$ cat src/rtl/button_counter_pkg.sv
// Purpose: shared definitions for the button press counter (ctrl codes, button indices, FSM states).
// Latency: n/a (package only).
// Backpressure: n/a.
//
// Contents:
//   CTRL_WIDTH / CTRL_*  command codes driven on ctrl toward the counter register
//   BTN_*                bit positions of each button inside the 4-bit button vectors
//   ctrl_state_t         repeat-control FSM states
//   max_int              constant helper used for sizing the repeat timer
package button_counter_pkg;

  localparam int CTRL_WIDTH = 3;

  localparam logic [CTRL_WIDTH-1:0] CTRL_NONE = 3'd0;
  localparam logic [CTRL_WIDTH-1:0] CTRL_CLR  = 3'd1;
  localparam logic [CTRL_WIDTH-1:0] CTRL_LOAD = 3'd2;
  localparam logic [CTRL_WIDTH-1:0] CTRL_INCR = 3'd3;
  localparam logic [CTRL_WIDTH-1:0] CTRL_DECR = 3'd4;

  // Button vector layout {clr, load, incr, decr}; the same order is used
  // for btn_state so the status LEDs line up with the panel.
  localparam int NUM_BTN  = 4;
  localparam int BTN_CLR  = 3;
  localparam int BTN_LOAD = 2;
  localparam int BTN_INCR = 1;
  localparam int BTN_DECR = 0;

  typedef enum logic [1:0] {
    ST_IDLE   = 2'd0,
    ST_HOLD   = 2'd1,
    ST_REPEAT = 2'd2
  } ctrl_state_t;

  function automatic int max_int(input int a, input int b);
    return (a > b) ? a : b;
  endfunction

endpackage

$ cat src/rtl/button_debouncer.sv
// Purpose: 2-flop synchronizer, counter debouncer and press-edge pulse for one raw push-button.
// Latency: debounced level changes DEBOUNCE_CYCLES+2 edges after a stable raw change; rise is registered with it.
// Backpressure: none; rise is a one-cycle pulse that must be consumed when seen.
//
// Ports:
//   clk    in   system clock, rising edge
//   rst    in   asynchronous reset, active-low
//   btn    in   raw asynchronous button, 1 = pressed
//   level  out  debounced button level
//   rise   out  one-cycle pulse in the cycle after level went 0->1
module button_debouncer
  import button_counter_pkg::*;
#(
  parameter int DEBOUNCE_CYCLES = 500000
) (
  input  logic clk,
  input  logic rst,
  input  logic btn,
  output logic level,
  output logic rise
);

  localparam int CW = (DEBOUNCE_CYCLES > 1) ? $clog2(DEBOUNCE_CYCLES) : 1;
  localparam logic [CW-1:0] CNT_LAST = CW'(DEBOUNCE_CYCLES - 1);

  logic          sync1;
  logic          sync2;
  logic [CW-1:0] cnt;

  // The counter measures how long the synchronized input has disagreed with
  // the debounced level; any agreement restarts the count, so a glitch
  // shorter than DEBOUNCE_CYCLES never reaches the flip point.
  always_ff @(posedge clk or negedge rst) begin
    if (!rst) begin
      sync1 <= 1'b0;
      sync2 <= 1'b0;
      cnt   <= '0;
      level <= 1'b0;
      rise  <= 1'b0;
    end else begin
      sync1 <= btn;
      sync2 <= sync1;
      rise  <= 1'b0;
      if (sync2 == level) begin
        cnt <= '0;
      end else if (cnt == CNT_LAST) begin
        cnt   <= '0;
        level <= sync2;
        // Only the press direction produces an event; releases are silent.
        rise  <= sync2;
      end else begin
        cnt <= cnt + CW'(1);
      end
    end
  end

endmodule

$ cat src/rtl/button_ctrl_fsm.sv
// Purpose: turns four bouncing push-buttons into one-cycle NONE/CLR/LOAD/INCR/DECR commands with auto-repeat.
// Latency: raw press held -> ctrl on edge DEBOUNCE_CYCLES+3; ctrl is registered.
// Backpressure: none; the counter register must accept ctrl every cycle, and losing same-cycle presses are dropped.
//
// Ports:
//   clk        in   1  system clock, rising edge
//   rst        in   1  asynchronous reset, active-low
//   btn_clr    in   1  raw button, async, 1 = pressed
//   btn_load   in   1  raw button, async, 1 = pressed
//   btn_incr   in   1  raw button, async, 1 = pressed
//   btn_decr   in   1  raw button, async, 1 = pressed
//   ctrl       out  3  command to counter register, non-NONE for one cycle per event
//   btn_state  out  4  debounced levels {clr,load,incr,decr}
module button_ctrl_fsm
  import button_counter_pkg::*;
#(
  parameter int DEBOUNCE_CYCLES = 500000,
  parameter int REPEAT_DELAY    = 25000000,
  parameter int REPEAT_PERIOD   = 5000000,
  parameter bit REPEAT_EN       = 1'b1
) (
  input  logic                  clk,
  input  logic                  rst,
  input  logic                  btn_clr,
  input  logic                  btn_load,
  input  logic                  btn_incr,
  input  logic                  btn_decr,
  output logic [CTRL_WIDTH-1:0] ctrl,
  output logic [NUM_BTN-1:0]    btn_state
);

  localparam int TW = $clog2(max_int(REPEAT_DELAY, REPEAT_PERIOD) + 1);
  // The timer counts down to zero and the expiry is acted on in the cycle it
  // reads zero, so loading N-1 gives exactly N cycles between emissions.
  localparam logic [TW-1:0] DELAY_LOAD  = TW'(REPEAT_DELAY - 1);
  localparam logic [TW-1:0] PERIOD_LOAD = TW'(REPEAT_PERIOD - 1);

  logic [NUM_BTN-1:0]    raw;
  logic [NUM_BTN-1:0]    lvl;
  logic [NUM_BTN-1:0]    rise;
  logic [CTRL_WIDTH-1:0] evt_code;
  logic                  is_dir_evt;
  logic                  held_lvl;
  logic [CTRL_WIDTH-1:0] dir_code;

  ctrl_state_t           state;
  logic                  dir_decr;
  logic [TW-1:0]         timer;

  assign raw = {btn_clr, btn_load, btn_incr, btn_decr};

  for (genvar i = 0; i < NUM_BTN; i++) begin : g_db
    button_debouncer #(
      .DEBOUNCE_CYCLES(DEBOUNCE_CYCLES)
    ) u_db (
      .clk   (clk),
      .rst   (rst),
      .btn   (raw[i]),
      .level (lvl[i]),
      .rise  (rise[i])
    );
  end

  // Debounced levels are already registered inside the debouncers.
  assign btn_state = lvl;

  // Fixed-priority pick among same-cycle press events.
  always_comb begin
    evt_code = CTRL_NONE;
    if (rise[BTN_CLR]) begin
      evt_code = CTRL_CLR;
    end else if (rise[BTN_LOAD]) begin
      evt_code = CTRL_LOAD;
    end else if (rise[BTN_INCR]) begin
      evt_code = CTRL_INCR;
    end else if (rise[BTN_DECR]) begin
      evt_code = CTRL_DECR;
    end
  end

  assign is_dir_evt = (evt_code == CTRL_INCR) || (evt_code == CTRL_DECR);
  assign held_lvl   = dir_decr ? lvl[BTN_DECR] : lvl[BTN_INCR];
  assign dir_code   = dir_decr ? CTRL_DECR : CTRL_INCR;

  always_ff @(posedge clk or negedge rst) begin
    if (!rst) begin
      state    <= ST_IDLE;
      ctrl     <= CTRL_NONE;
      dir_decr <= 1'b0;
      timer    <= '0;
    end else begin
      ctrl <= CTRL_NONE;
      case (state)
        ST_IDLE: begin
          ctrl <= evt_code;
          if (REPEAT_EN && is_dir_evt) begin
            state    <= ST_HOLD;
            dir_decr <= (evt_code == CTRL_DECR);
            timer    <= DELAY_LOAD;
          end
        end

        ST_HOLD, ST_REPEAT: begin
          // CLR/LOAD presses win over everything while a direction is held;
          // presses of the other direction are deliberately ignored here.
          if (rise[BTN_CLR]) begin
            ctrl  <= CTRL_CLR;
            state <= ST_IDLE;
          end else if (rise[BTN_LOAD]) begin
            ctrl  <= CTRL_LOAD;
            state <= ST_IDLE;
          end else if (!held_lvl) begin
            state <= ST_IDLE;
          end else if (timer == '0) begin
            ctrl  <= dir_code;
            state <= ST_REPEAT;
            timer <= PERIOD_LOAD;
          end else begin
            timer <= timer - TW'(1);
          end
        end

        default: begin
          state <= ST_IDLE;
        end
      endcase
    end
  end

endmodule

$ cat config.mk
export PLATFORM = sky130hd
export DESIGN_NAME = button_ctrl_fsm
export DESIGN_NICKNAME = d
export VERILOG_FILES = /design/src/rtl/button_counter_pkg.sv /design/src/rtl/button_debouncer.sv /design/src/rtl/button_ctrl_fsm.sv
export SDC_FILE = /design/constraint.sdc
export NUM_CORES = 1
export LEC_CHECK = 0
export ABC_AREA = 1
export BUFFER_PORTS_ARGS = -buffer_cell sky130_fd_sc_hd__buf_2
export CORE_UTILIZATION = 25
export DETAILED_ROUTE_END_ITERATION = 10
export GPL_ROUTABILITY_DRIVEN = 0
export SKIP_LAST_GASP = 1
export SYNTH_ARGS = -nofsm -noshare
export SYNTH_HDL_FRONTEND = slang
export SYNTH_SLANG_ARGS = --single-unit
$ cat constraint.sdc
create_clock -name clk -period 3.8 [get_ports clk]
set_clock_uncertainty 0.05 [all_clocks]
set_input_delay 0.38 -clock clk [delete_from_list [all_inputs] [get_ports clk]]
set_output_delay 0.38 -clock clk [all_outputs]
set_load 0.005 [all_outputs]
# After elaboration in Yosys (flattened, before gate mapping)

Cells that the tools add are included.

Add/subtract/negate cells: 5
Multipliers: 0
Div/mod/pow operators: 0
Order comparisons: 0
Equality and inequality tests: 17
Shifts and indexed selects: 0
Multiplexer cells: 39
Bitwise logic cells: 4
Reductions and logical operators: 12

Operator list:

| operator                                               | count |
|---|---|
| two-way mux 19 bit                                     | 8 |
| two-way mux 25 bit                                     | 5 |
| adder 19 x 1 -> 19 bit (second input constant)         | 4 |
| == test 19 bit (second input constant)                 | 4 |
| one-hot mux 25 bit (2 select lines)                    | 1 |
| two-way mux 3 bit                                      | 9 |
| zero test 25 bit                                       | 1 |
| subtractor 25 x 1 -> 25 bit (second input constant)    | 1 |
| AND reduction 2 bit                                    | 6 |
| two-way mux 2 bit                                      | 5 |
| two-way mux 1 bit                                      | 9 |
| inequality test 2 bit (second input constant)          | 4 |
| one-hot mux 3 bit (2 select lines)                     | 1 |
| inequality test 5 x 3 -> 1 bit (second input constant) | 1 |
| AND reduction 5 bit                                    | 1 |
| == test 1 bit                                          | 4 |
| NOT 1 bit                                              | 4 |
| one-hot mux 2 bit (2 select lines)                     | 1 |
| == test 3 x 2 -> 1 bit (second input constant)         | 1 |
| == test 3 bit (second input constant)                  | 1 |
| == test 2 x 1 -> 1 bit (second input constant)         | 1 |
| == test 2 bit (second input constant)                  | 1 |
| zero test 2 bit                                        | 1 |
| nonzero test 2 bit                                     | 1 |
| 2 further kinds                                        | 2 |

Bits in registers: 123
Latch bits: 0
Bits in writable memories: 0
ROM bits: 0
Input port bits: 6
Output and inout port bits: 7
Word-level logic and storage cells: 101
Memories: 0

# Logic depth before layout (Yosys ltp)

Gate-level depths: netlist of run 1.

Depth in word-level cells: 8
Depth in mapped cells: 11
Depth with buffers taken out: 11

# Modules after synthesis

A second synthesis of run 1 with hierarchy kept.

Cells, all modules: 866
Area total of the unflattened synthesis: 6,922.9 sq um

By module, submodules not included:

| module           | times used | cells each | area an instance (sq um) |
|---|---|---|---|
| button_debouncer | 4          | 149        | 1,223.7 |
| button_ctrl_fsm  | 1          | 270        | 2,028.2 |

# Least setup slack after synthesis of run 1

Ideal clock, no wire load.

Path type: register -> register
From: register state[0]
To: register timer[24]
Data arrival time: 1.429 ns
Setup slack: 2.204 ns
Stages on the path, launching flop included: 11
Buffers on the path: 2
Period minus slack after synthesis: 1.596 ns
Path through: dfrtp_1 -> inv_1 -> ha_1 -> buf_2 -> nand2_1 -> inv_2 -> nor2_8 -> buf_6 -> nand3_1 -> nand2_1 -> nand2_1

Cells in the longest elaborated chain, start to end: 4

RTL lines:

| element                                                                      | RTL line               | text |
|---|---|---|
| from (decl)                                                                  | button_ctrl_fsm.sv:46  | `ctrl_state_t state;` |
| from (signal assigned)                                                       | button_ctrl_fsm.sv:87  | `state <= ST_IDLE;` |
| from (signal assigned)                                                       | button_ctrl_fsm.sv:97  | `state <= ST_HOLD;` |
| from (signal assigned)                                                       | button_ctrl_fsm.sv:108 | `state <= ST_IDLE;` |
| == test 2 x 1 -> 1 bit or == test 2 bit (tied branches)                      | button_ctrl_fsm.sv:93  | `case (state)` |
| OR reduction 2 bit                                                           | button_ctrl_fsm.sv:93  |  |
| inequality test 2 bit (no source line) or nonzero test 2 bit (tied branches) | n/a                    |  |
| AND reduction 5 bit (no source line)                                         | n/a                    |  |
| to (signal assigned)                                                         | button_ctrl_fsm.sv:119 | `timer <= timer - TW'(1);` |
| to (decl)                                                                    | button_ctrl_fsm.sv:48  | `logic [TW-1:0] timer;` |

Parallel ways exist; a longest one is shown, timed or not.
A chain may end at the register's enable or synchronous reset.

# Final worst setup path of run 1

From: register state[0]
To: register timer[7]

Same word-level chain as after synthesis.

==> summary.md, run 1 <==
| Metric | Value |
|---|---|
| Status | complete, but fails checks |
| Failing checks | hold timing |
| Synth area leader | dfrtp_1 |
| PortBufs | 12 |
| Avg Cell Area, Syn | 7.41 um2 |
| Cell mode on critical path | inv_1 |
| Seq/Total Area, Yosys | 0.445 |
| Final hold vios | 8 |
| Antenna fix cells | 0 |
| Post-route setup TNS | 0 ns |
| Max Root-Sink Buffers | 2 |
| Max H-tree Level | 4 |
| Share of layout cells above drive strength 1 | 0.0743 |
| Die width | 168 um |
| Detailed Place HPWL | 11,300 um |
| Worst-path clk slew | 0.06 ns |
| Worst-path cell chain | inv_1 -> ha_1 -> nand2_1 -> inv_2 -> nor2_8 -> nand2_2 -> inv_1 -> nor2_1 |
| Initial core utilization | 0.256 |
| CP Max Fanout | 26 |
| Vias in the first global route | 5,800 |
| Routed Antenna Nets | 0 |
| Ys flop type | dfrtp_1 |
| Fin crit period | 1.94 ns |
| Post-CTS setup buffer count | 0 |
| Nets@finish | 970 |
| Placed Cells | about 1,300 |
| VDD IR max | 283 uV |
| Drt wl/cell | 11.9 um |
| Final WL | 15,500 um |
| Crit Reg-Reg Startpoint | state[0] |
| Seq cells post-synth | between 100 and 150 |
| Slowest CP cell | ha_1 |
| Cells after Synth | between 900 and 1,000 |
| Final worst slack | 1.86 ns |
| Area of the core | 27,000 um2 |
| Pleak | 3.62 nW |
| WS Path Type | flop to flop |
| First-pass GRT wire length | between 20,000 and 30,000 um |
| Initial DRT Pass Iterations | 5 |
| Most frequent cells in the layout | nor2_1 (186), nand2_1 (186), inv_1 (132) |
| Fill cell count | 2,924 |
| Boundary Pins | 13 |
| Via count | 5,901 |
| Tcrit/Tclk final | 0.512 |
| Pwr Total | 2.96 mW |
| Slew Limit Fails | 0 |
| WHS | -0.0323 ns |
| Syn-to-layout area delta | 14.7% |
| RSZ-0062 raised after global routing | false |
| Combined area of the multi-input logic cells | around 3200 um2 |
| Pwr dens | 374 nW/um2 |
| Initial antenna violation count | 0 |
| Root Driver | clkbuf_16 |
| Storage cell area | 3080 um2 |
| Crit-path leading delay family | simple AND/OR/NAND/NOR gates |
| Critical path arrival | between 2 and 2.5 ns |
| Critical path buffers and inverters | 3 |
| Reg-to-Reg End | timer[7] |
| Ys async rst share | 1.00 |
| GRT Util Overall | 0.119 |
| F_max | 514 MHz |
| Reg2Reg Depth | 8 |
| CTS tree | built |
| Worst skew pair latency | roughly 0.42 ns |
| Reg2Reg Setup Slack | around 1.9 ns |
| Largest stage delay, worst path | 0.44 ns |
| Pre-CTS setup slack | roughly 1.9 ns |
| Max Cap Viol | 0 |
| Vias per cell | 4.50 |
| Synthesized Nets | between 900 and 1,000 |
| Cell row count | 60 |
| CP Capture Type | flop |
| CP Launch Point | state[0] |
| Yosys top cell area share | 0.445 |
| Synth area leaders | dfrtp_1 (45%), nand2_1 (10%), nor2_1 (10%) |
| Worst Tran Pin Value | 0.828 ns |
| Total CTS buffers | 17 |
| Clk sinks | roughly 120 |
| Largest net degree at the start of global routing | 87 |
| Startpoint types | flop |
| Post-synthesis cell area | 6910 um2 |
| Number of synthesized flops with an enable pin | 0 |
| Die Ht | roughly 170 um |
| Slew Limit Headroom | 0.448 |
| Yosys cell types | 40 |
| GRT overflow | 0 |
| Synthesis Warnings | 0 |
| WP data required | 4.06 ns |
| Final setup viols | 0 |
| Post-Layout Cell Count | 1,310 |
| DRC | 0 |
| Total Die Area | 28,300 um2 |
| HP Class | input port to async pin |
| Initial drt markers | 415 |
## where the power goes
part	internal, mW	leakage (nW)	total [mW]	switching (mW)
registers	1.33	1.69	1.33	0.00969
clock network	0.964	0.266	1.56	0.592
logic	0.0157	1.67	0.0695	0.0538
total	2.31	3.62	2.96	0.655
## how the worst max path moves through the flow
| stage | end | slack (ns) | cells past startpoint |
|---|---|---|---|
| 2_1_floorplan | timer[24] | 2.20 | 10 |
| 3_3_place_gp | timer[15] | 1.91 | 8 |
| 3_5_place_dp | timer[15] | 1.86 | 8 |
| 4_1_cts | timer[7] | 1.85 | 8 |
| 5_1_grt | timer[0] | 1.71 | 7 |
| 6_report | timer[7] | 1.86 | 8 |
## cell usage after synthesis (2+ instances only)
master and count:
buf_2 2, nand2_1 186, o21ai_0 23, nand3_1 64
nand2_2 6, clkinv_1 2, nor2_2 7, nor3_4 2
nor4_1 4, nor3_1 47, nand4_1 38, xnor2_1 3
inv_1 132, buf_6 3, inv_2 4, dfrtp_1 123
nor2_1 186, a21oi_1 19, a31oi_1 4, nand2b_1 2
o21ai_1 7, buf_4 4, nor3b_1 5, ha_1 7
o211ai_1 2, xor2_1 36, nor2_4 2
## worst reg2reg max path, cell delays in order, from the launching register on
cell     delay, ns
dfrtp_1       0.37
inv_1         0.05
ha_1          0.44
nand2_1       0.18
inv_2         0.07
nor2_8        0.29
nand2_2       0.22
inv_1         0.12
nor2_1        0.05
## metrics by stage
step | area (um2) | util
3_3_place_gp | 7340 | 0.272
4_1_cts | 7910 | 0.293
2_1_floorplan | 6910 | -
3_5_place_dp | 7340 | 0.272
5_1_grt | 7920 | 0.293
6_report | 7920 | 0.293
## logic make-up (layout without fill, tap and decap cells)
kind of cell | Yosys count | count (layout) | synth area share
xor gates and xnor gates | 39 | 39 | 0.0494
DFF | 123 | 123 | 0.445
and+or+nand+nor | 553 | 553 | 0.354
adders and majority gates | 7 | 7 | 0.0127
buffers and inverters | 148 | 184 | 0.0862
AOI/OAI and AO/OA | 63 | 63 | 0.0518
## area by class of cell
type                            instances  area share
Inverter                              138      0.0654
Clock inverter                          9      0.0114
Multi-Input combinational cell        662       0.408
Timing Repair Buffer                   15      0.0115
Tap cell                              341      0.0538
Clock buffer                           22      0.0611
Sequential cell                       123       0.388
## flip-flops by register name, summed over array words and instances, names as in the netlist
name / count
g_db.u_db.cnt: 76
timer: 25
g_db.u_db.level: 4
g_db.u_db.rise: 4
g_db.u_db.sync1: 4
g_db.u_db.sync2: 4
ctrl: 3
state: 2
dir_decr: 1
## what timing repair did
item / in CTS / in global routing
gates resized for setup: 0 / 0
hold buffers: 0 / 1
hold endpoints to repair: 0 / 1
## routing by layer
layer	share of wire	track usage
met1	0.49	0.153
met2	0.45	0.190
met3	0.031	0.0259
met4	0.026	0.0542
met5	0	0
Power figures use the tool's default switching activity.
==> run 2, diff against run 1 <==
- clock period: 3.8 -> 2.02 ns (I/O delays scaled with it)
==> summary.md, run 2 (synthesized netlist as in run 1, its figures left out) <==
| Metric | Value |
|---|---|
| GRT overflow | 0 |
| Boundary Pins | 13 |
| VDD IR max | 557 uV |
| Max Cap Viol | 0 |
| Worst-path clk slew | 0.06 ns |
| Largest register FFs | 76 |
| Final setup viols | 0 |
| Net Sw Frac | 0.213 |
| Post-CTS setup buffer count | 0 |
| Initial DRT Pass Iterations | 5 |
| Slew Limit Headroom | 0.739 |
| PortBufs | 12 |
| RSZ-0062 raised after global routing | false |
| Detailed Place HPWL | about 11,000 um |
| Initial core utilization | 0.256 |
| F_max | 557 MHz |
| Biggest register | g_db.u_db.cnt |
| Share of layout cells above drive strength 1 | 0.0824 |
| First-pass GRT wire length | approximately 28,000 um |
| CP Max Fanout | 15 |
| Vias per cell | 4.56 |
| Initial drt markers | between 500 and 600 |
| Max Root-Sink Buffers | 2 |
| Status | completed |
| Critical path arrival | approximately 2.0 ns |
| HP Class | input port to async pin |
| Slew Limit Fails | 0 |
| Crit-path leading delay family | simple AND/OR/NAND/NOR gates |
| Antenna fix cells | 0 |
| Cell row count | 60 |
| Syn-to-layout area delta | 17.1% |
| Nets@finish | between 900 and 1,000 |
| Pwr dens | slightly above 700 nW/um2 |
| Final WL | 15,600 um |
| Slowest CP cell | dfrtp_1 |
| Reg power frac | 0.428 |
| WS Path Type | flop to flop |
| Clock power share | 0.548 |
| Startpoint types | flop |
| Via count | 6,034 |
| Final hold vios | 0 |
| Combinational Power Share | 0.024 |
| Largest stage delay, worst path | 0.37 ns |
| Initial antenna violation count | 0 |
| CP Launch Point | state[0] |
| Internal | 4.62 mW |
| CTS tree | built |
| Vias in the first global route | 5,917 |
| Total Die Area | 28,300 um2 |
| Crit Reg-Reg Startpoint | state[0] |
| Drt wl/cell | 11.8 um |
| Die width | about 170 um |
| Largest net degree at the start of global routing | 53 |
| Root Driver | clkbuf_16 |
| Top flop regs | g_db.u_db.cnt x76, timer x25 |
| Worst-path cell chain | inv_1 -> ha_1 -> nand2_1 -> inv_2 -> nor2_8 -> buf_4 -> nand2_1 -> o21ai_1 -> nand2_1 |
| Worst skew pair latency | around 0.42 ns |
| WP data required | 2.26 ns |
| Tcrit/Tclk final | 0.889 |
| Pleak | about 3.7 nW |
| Utilization after layout | 0.299 |
| Die Ht | 168 um |
| Worst Tran Pin Value | 0.389 ns |
| Total CTS buffers | 17 |
| Routed Antenna Nets | 0 |
| Fin crit period | 1.79 ns |
| Area of the core | 27,000 um2 |
| CP Capture Type | flop |
| DRC | 0 |
| Cell mode on critical path | nand2_1 |
| Psw | 1.25 mW |
| Most frequent cells in the layout | nor2_1 (186), nand2_1 (186), inv_1 (132) |
| Post-route setup TNS | 0 ns |
| Max H-tree Level | 4 |
| Critical path buffers and inverters | 3 |
| GRT Util Overall | 0.119 |
| Clk sinks | approximately 120 |
-- run 2: changes by cell type in the layout (fill, tap and decap cells not counted) --
cell           previous run  this run
buf_4                     2        11
dlygate4sd3_1             1         5
bufinv_16                 1         4
clkbuf_8                  4         1
clkinvlp_4                5         3
buf_12                    0         1
clkbuf_1                  1         2
clkinv_2                  1         2
-- run 2: power by group through the flow --
stage	clock network [mW]	logic (mW)	registers (mW)
floorplan	0	0.0571	2.55
global placement	0	0.142	2.55
detailed placement	0	0.143	2.55
CTS	3.30	0.151	2.51
global route	3.41	0.170	2.51
finish	3.22	0.143	2.51
-- run 2: layer usage --
metal	vias to the layer above	share of wire	GRT usage	routed length (um)
met5	-	0	0	0
met4	0	0.024	0.0510	383
met3	25	0.030	0.0223	476
met2	98	0.46	0.195	7260
met1	2848	0.48	0.152	7530
li1	3063	-	-	-
-- run 2: worst paths after layout --
check                                        to  slack, ns  cells past startpoint
max                                    timer[1]       0.23                      9
min reg2reg                  g_db[2].u_db.sync2       0.30                      0
min                         g_db[2].u_db.cnt[7]       0.20                      2
min in group clk             g_db[2].u_db.sync2       0.30                      0
max in group asynchronous  g_db[0].u_db.cnt[10]       1.07                      3
max reg2reg                            timer[1]       0.23                      9
-- run 2: through the flow --
stage | total power, mW | instance area [um2] | worst slack (ns) | cells | hold slack (ns)
after global routing | 6.09 | 8090 | 0.0192 | 1324 | 0.221
after detailed placement | 2.70 | 7430 | 0.240 | 1288 | 0.0454
after floorplan | 2.61 | 6910 | 0.424 | 933 | -0.144
after CTS | 5.96 | 8090 | 0.226 | 1324 | 0.207
after global placement | 2.70 | 7430 | 0.275 | 1288 | 0.0467
final | 5.87 | 8090 | 0.225 | 1324 | 0.196
-- run 2: final cells by class --
type | instances | area [um2]
fill | 2917 | 18900
clock buffer | 20 | 447
tap | 341 | 427
multi-input combinational | 662 | 3240
inverter | 138 | 518
sequential | 123 | 3080
timing repair buffer | 29 | 219
clock inverter | 11 | 170
-- run 2: what timing repair did --
item                                    CTS  global route
hold buffers                              5             0
endpoints found under the setup margin    0             0
hold endpoints to repair                 97             0
resized for setup                         0             0
-- run 2: worst register-to-register path, stage by stage, from the launching register on --
cell and delay [ns]:
dfrtp_1 0.37, inv_1 0.05, ha_1 0.36, nand2_1 0.14
inv_2 0.07, nor2_8 0.20, buf_4 0.22, nand2_1 0.06
o21ai_1 0.07, nand2_1 0.07
